--- config.mk ---
export PLATFORM = sky130hd
export DESIGN_NAME = hamming_receiver
export DESIGN_NICKNAME = d
export VERILOG_FILES = /design/src/rtl/hamming_receiver.sv
export SDC_FILE = /design/constraint.sdc
export NUM_CORES = 1
export LEC_CHECK = 0
export CAP_MARGIN = 15
export CORE_MARGIN = 10
export CORE_UTILIZATION = 50
export CTS_CLUSTER_SIZE = 14
export DETAILED_ROUTE_END_ITERATION = 16
export DONT_BUFFER_PORTS = 1
export PLACE_DENSITY = 0.65
export SYNTH_ARGS = -nofsm -noshare
export SYNTH_HDL_FRONTEND = slang
export SYNTH_SLANG_ARGS = --single-unit
--- constraint.sdc ---
create_clock -name clk -period 2.3 [get_ports clk]
set_input_delay 0.46 -clock clk [delete_from_list [all_inputs] [get_ports clk]]
set_output_delay 0.46 -clock clk [all_outputs]
set_load 0.1 [all_outputs]
--- src/rtl/hamming_receiver.sv ---
// -----------------------------------------------------------------------------
// hamming_receiver
//
// Receives Hamming(11,7) codewords (even parity, parity bits at positions
// 1,2,4,8, data at 3,5,6,7,9,10,11), corrects single-bit errors, flags
// uncorrectable syndromes, presents the 7-bit data word in parallel and
// then serializes it MSB first.
//
// A frame starts on a rising edge of send. The codeword is latched on that
// edge, decoded one cycle later (data_valid pulse), and shifted out over the
// following seven cycles. A new edge before the last bit aborts the stream
// (overrun pulse); an edge exactly on the last bit chains frames back to back.
//
// Optional feature: define HAMMING_RX_STATS_EN to enable the saturating
// corrected / uncorrectable frame counters. Without it both counter ports
// are tied to zero.
//
// Ports:
//   clk               in   system clock, rising edge
//   reset             in   asynchronous reset, active low
//   code[10:0]        in   codeword, code[i-1] carries position i
//   send              in   frame strobe, rising edge starts a frame
//   data[6:0]         out  decoded, corrected data word (held)
//   data_valid        out  one-cycle pulse when data and flags update
//   serial_out        out  serialized data, data[6] first
//   serial_valid      out  high while serial_out carries a data bit
//   err_corrected     out  last frame had a corrected single-bit error
//   err_uncorrectable out  last frame had an uncorrectable syndrome
//   overrun           out  one-cycle pulse when a frame aborts serialization
//   corr_count        out  frames with err_corrected set (saturating)
//   uncorr_count      out  frames with err_uncorrectable set (saturating)
// -----------------------------------------------------------------------------
module hamming_receiver #(
    parameter int CNT_W = 16
) (
    input  logic             clk,
    input  logic             reset,
    input  logic [10:0]      code,
    input  logic             send,
    output logic [6:0]       data,
    output logic             data_valid,
    output logic             serial_out,
    output logic             serial_valid,
    output logic             err_corrected,
    output logic             err_uncorrectable,
    output logic             overrun,
    output logic [CNT_W-1:0] corr_count,
    output logic [CNT_W-1:0] uncorr_count
);

    typedef enum logic [1:0] {
        IDLE   = 2'd0,
        DECODE = 2'd1,
        SHIFT  = 2'd2
    } state_t;

    state_t      state_reg, state_next;

    logic        send_d_reg;
    logic        send_edge;
    logic [10:0] code_reg;
    logic [6:0]  data_reg;
    logic        err_corrected_reg;
    logic        err_uncorrectable_reg;
    logic        data_valid_reg;
    logic        overrun_reg;
    logic [6:0]  shreg_reg;
    logic [2:0]  bit_cnt_reg;

    // FSM control strobes
    logic        latch_code;
    logic        load_decode;
    logic        shift_en;
    logic        overrun_next;

    // Decoder signals
    logic [3:0]  syndrome;
    logic [10:0] flip;
    logic [10:0] corrected;
    logic [6:0]  dec_data;
    logic        dec_corr;
    logic        dec_uncorr;

    // Positions covered by syndrome bit k: every position whose 1-based
    // index has bit k set (this includes the parity bit itself).
    function automatic logic [10:0] syn_mask(input int k);
        logic [10:0] m;
        m = '0;
        for (int j = 0; j < 11; j++) begin
            m[j] = ((j + 1) & (1 << k)) != 0;
        end
        return m;
    endfunction

    assign send_edge = send & ~send_d_reg;

    // -------------------------------------------------------------------------
    // Decoder (combinational on the latched codeword)
    // -------------------------------------------------------------------------
    genvar gi;
    generate
        for (gi = 0; gi < 4; gi++) begin : g_syn
            assign syndrome[gi] = ^(code_reg & syn_mask(gi));
        end
        // One-hot flip mask: only syndromes 1..11 name a real position, so
        // syndrome 0 and 12..15 leave the word untouched.
        for (gi = 0; gi < 11; gi++) begin : g_flip
            assign flip[gi] = (syndrome == 4'(gi + 1));
        end
    endgenerate

    assign corrected  = code_reg ^ flip;
    assign dec_data   = {corrected[10], corrected[9], corrected[8],
                         corrected[6], corrected[5], corrected[4],
                         corrected[2]};
    assign dec_corr   = |flip;
    assign dec_uncorr = syndrome[3] & syndrome[2];

    // -------------------------------------------------------------------------
    // FSM
    // -------------------------------------------------------------------------
    always_ff @(posedge clk or negedge reset) begin
        if (!reset) begin
            state_reg <= IDLE;
        end else begin
            state_reg <= state_next;
        end
    end

    always_comb begin
        state_next   = state_reg;
        latch_code   = 1'b0;
        load_decode  = 1'b0;
        shift_en     = 1'b0;
        overrun_next = 1'b0;
        case (state_reg)
            IDLE: begin
                if (send_edge) begin
                    latch_code = 1'b1;
                    state_next = DECODE;
                end
            end
            DECODE: begin
                load_decode = 1'b1;
                state_next  = SHIFT;
            end
            SHIFT: begin
                shift_en = 1'b1;
                if (send_edge) begin
                    // An edge on the last bit is a legal back-to-back frame;
                    // any earlier edge cuts the current stream short.
                    latch_code   = 1'b1;
                    overrun_next = (bit_cnt_reg != 3'd6);
                    state_next   = DECODE;
                end else if (bit_cnt_reg == 3'd6) begin
                    state_next = IDLE;
                end
            end
            default: begin
                state_next = IDLE;
            end
        endcase
    end

    // -------------------------------------------------------------------------
    // Datapath registers
    // -------------------------------------------------------------------------
    always_ff @(posedge clk or negedge reset) begin
        if (!reset) begin
            send_d_reg            <= 1'b1;  // send held high through reset is not a frame
            code_reg              <= '0;
            data_reg              <= '0;
            err_corrected_reg     <= 1'b0;
            err_uncorrectable_reg <= 1'b0;
            data_valid_reg        <= 1'b0;
            overrun_reg           <= 1'b0;
            shreg_reg             <= '0;
            bit_cnt_reg           <= '0;
        end else begin
            send_d_reg     <= send;
            data_valid_reg <= load_decode;
            overrun_reg    <= overrun_next;
            if (latch_code) begin
                code_reg <= code;
            end
            if (load_decode) begin
                data_reg              <= dec_data;
                err_corrected_reg     <= dec_corr;
                err_uncorrectable_reg <= dec_uncorr;
                shreg_reg             <= dec_data;
                bit_cnt_reg           <= '0;
            end else if (shift_en) begin
                // The seventh shift empties the register, so serial_out
                // idles low after a completed stream.
                shreg_reg   <= {shreg_reg[5:0], 1'b0};
                bit_cnt_reg <= bit_cnt_reg + 3'd1;
            end
        end
    end

    assign data              = data_reg;
    assign data_valid        = data_valid_reg;
    assign err_corrected     = err_corrected_reg;
    assign err_uncorrectable = err_uncorrectable_reg;
    assign overrun           = overrun_reg;
    assign serial_valid      = (state_reg == SHIFT);
    assign serial_out        = shreg_reg[6];

    // -------------------------------------------------------------------------
    // Statistics counters
    // -------------------------------------------------------------------------
`ifdef HAMMING_RX_STATS_EN
    logic [CNT_W-1:0] corr_count_reg;
    logic [CNT_W-1:0] uncorr_count_reg;

    // Counters advance on the same edge that loads the flags, so they stay
    // consistent with the data_valid pulse that follows.
    always_ff @(posedge clk or negedge reset) begin
        if (!reset) begin
            corr_count_reg   <= '0;
            uncorr_count_reg <= '0;
        end else if (load_decode) begin
            if (dec_corr && (corr_count_reg != {CNT_W{1'b1}})) begin
                corr_count_reg <= corr_count_reg + 1'b1;
            end
            if (dec_uncorr && (uncorr_count_reg != {CNT_W{1'b1}})) begin
                uncorr_count_reg <= uncorr_count_reg + 1'b1;
            end
        end
    end

    assign corr_count   = corr_count_reg;
    assign uncorr_count = uncorr_count_reg;
`else
    assign corr_count   = '0;
    assign uncorr_count = '0;
`endif

endmodule

==> summary.md <==
| Metric | Value |
|---|---|
| Outcome | `complete, no violations` |
| Pre-antenna DRT Iters | `4` |
| Wire length per cell | `15.4 um` |
| Die width | `82.9 um` |
| Netlist cell types | `30` |
| Vias per inst | `4.94` |
| Total gr overflow | `0` |
| Synth Area per Inst | `10.6 um2` |
| WS Path Type | `register to register` |
| CP endpoint kind | `register` |
| Fill cell count | `321` |
| Tot GR Track Use | `11.1%` |
| CTS Buf Count | `5` |
| Cell Rows | `22` |
| Total core area | `3740 um2` |
| Max Fclk | `504 MHz` |
| CTS tree | `built` |
| Critical Path RT | `2.46 ns` |
| DRT antenna net count | `0` |
| Die height | `82.9 um` |
| Layout cell share with drive strength beyond 1 | `21.0%` |
| CTS sink cnt | `35` |
| Clk Tree Root Cell | `clkbuf_8` |
| Sequential Area | `877 um2` |
| Max FFs per register | `11` |
| Vias in the first global route | `1284` |
| P&R area growth vs syn | `9.31%` |
| Clock Path Buffers | `2` |
| Period utilization | `86.2%` |
| Worst min path class | `primary input to register` |
| Vias | `1251` |
| First-pass GRT wire length | `6400 um` |
| CTS H-Tree Depth | `2` |
| Starting density of the core | `52.8%` |
| IO Pins | `59` |
| Cell Area, Synth | `1980 um2` |
| Setup TNS | `0 ns` |
| CP arrival | `2.15 ns` |
| Initial antenna violation count | `0` |
| Wirelength, routed | `3880 um` |
| Final hold vios | `0` |
| # resized after CTS | `0` |
| Syn. warnings | `0` |
| Max-slew violations | `0` |
| # setup viols final | `0` |
| Final Critical Period | `1.98 ns` |
| Max cap viols | `0` |
| CTS clock-pin slew for the worst setup and hold paths | `0.07 ns` |
| CP max FO | `8` |
| Worst rel slew slack | `65.4%` |
| Footprint of the multi-input gates | `913 um2` |
| Residual DRC | `0` |
| Number of diodes | `0` |
| Worst clock skew | `0.00668 ns` |
| Die Area | `6870 um2` |
| Cells after Synth | `186` |
| RSZ-0062 raised after global routing | `false` |
| Startpoint Class | `register` |
| #FFs+latches synth | `35` |
| Largest net degree at the start of global routing | `35` |
| Least-Margin Pin Slew | `0.518 ns` |
| 1st-iter DRT viols | `87` |
| Port bufs | `0` |
| Nets | `224` |
| Post-synthesis sequential area ratio | `44.4%` |
| DP HPWL | `3070 um` |
| Worst skew pair latency | `0.29 ns` |
| GPL Wtd Cong | `0.823` |
==> routing by layer <==
layer | global-route usage (%) | up-vias | part of all wire (%)
li1 | - | 596 | -
met1 | 11.2 | 616 | 37
met2 | 19.4 | 36 | 52
met3 | 6.05 | 3 | 9.5
met4 | 2.77 | 0 | 0.77
met5 | 0 | - | 0
==> worst max-delay path, stage by stage, from the launching register on <==
cell and delay (ns):
dfrtp_1 0.42, xnor3_2 0.52, xor2_2 0.39, nand4_1 0.16, xor2_1 0.25, o21ai_0 0.12
==> layout make-up <==
cell class	count	area share, %
Timing Repair Buffer	18	6.95
Sequential cell	35	40.6
Inverter	11	1.91
Clock buffer	6	3.82
Tap cell	48	2.78
Multi-Input combinational cell	133	42.3
Clock inverter	2	1.62
==> metrics by stage <==
| stage | setup slack [ns] | instances | hold slack [ns] | util, % | area [um2] |
|---|---|---|---|---|---|
| after floorplan | 0.238 | 217 | 0.164 | - | 2090 |
| after global placement | 0.427 | 243 | 0.166 | 53.7 | 2010 |
| after detailed placement | 0.321 | 243 | 0.166 | 53.7 | 2010 |
| after CTS | 0.315 | 253 | 0.151 | 57.7 | 2160 |
| after global routing | 0.189 | 253 | 0.146 | 57.7 | 2160 |
| final | 0.316 | 253 | 0.163 | 57.7 | 2160 |
==> cells in the final DEF (no fill, tap or decap), types with 5 or more instances in the layout <==
cell type and instances:
dfrtp_1 34, conb_1 32, o21ai_0 17, buf_4 16, mux2_2 12, inv_1 11, nor2_1 10, xnor2_1 9
xor2_1 8, a21oi_1 8, clkbuf_8 6, nand2_1 5, nand4_1 5, ha_1 5
==> final timing paths <==
kind | from | endpoint | slack, ns | cells after the start
setup reg to reg | code_reg[6] | shreg_reg[3] | 0.32 | 5
hold reg to reg | shreg_reg[6] | shreg_reg[6] | 0.51 | 2
max in group asynchronous | reset | code_reg[9] | 1.41 | 2
min in group asynchronous | reset | send_d_reg | 0.68 | 1
hold / removal | send | send_d_reg | 0.16 | 0
setup / recovery | code_reg[6] | shreg_reg[3] | 0.32 | 5
==> cells by family (layout without fill, tap and decap cells) <==
group,after synthesis,count (layout),share of synthesized area [%]
compound gates,34,34,9.88
xor+xnor,21,21,11.9
fa+ha+maj,6,6,3.80
buf+inv,49,37,15.4
flops,35,35,44.4
mux,12,12,6.84
other cells,1,32,0.190
simple gates,28,28,7.60
==> cell usage after synthesis <==
library cell  number  share of area [%]
a21oi_1            8                2.0
a221oi_1           1               0.44
and3_1             1               0.32
buf_4             32                 12
clkbuf_1           6                1.1
conb_1             1               0.19
dfrtp_1           34                 43
dfstp_2            1                1.3
ha_1               6                3.8
inv_1             11                2.1
mux2_2            12                6.8
nand2_1            5               0.95
nand3_1            2               0.51
nand3b_1           2               0.76
nand4_1            5                1.6
nor2_1            10                1.9
nor2b_1            1               0.32
nor4_2             2                1.3
o21a_1             2               0.76
o21ai_0           17                4.3
o221ai_1           2               0.89
o22ai_1            2               0.63
o311ai_0           1               0.44
o31ai_1            1               0.38
xnor2_1            9                4.0
xnor3_1            1                1.1
xnor3_2            1                1.2
xor2_1             8                3.5
xor2_2             1               0.82
xor3_1             1                1.2
==> what timing repair did <==
action                                 CTS  global route
buffers inserted                         0             0
hold buffers                             2             0
endpoints found under the hold margin   34             0
Power is left out: the tool's default activity adds up to more than one toggle a clock period on the data nets, which glitch-free logic cannot reach.
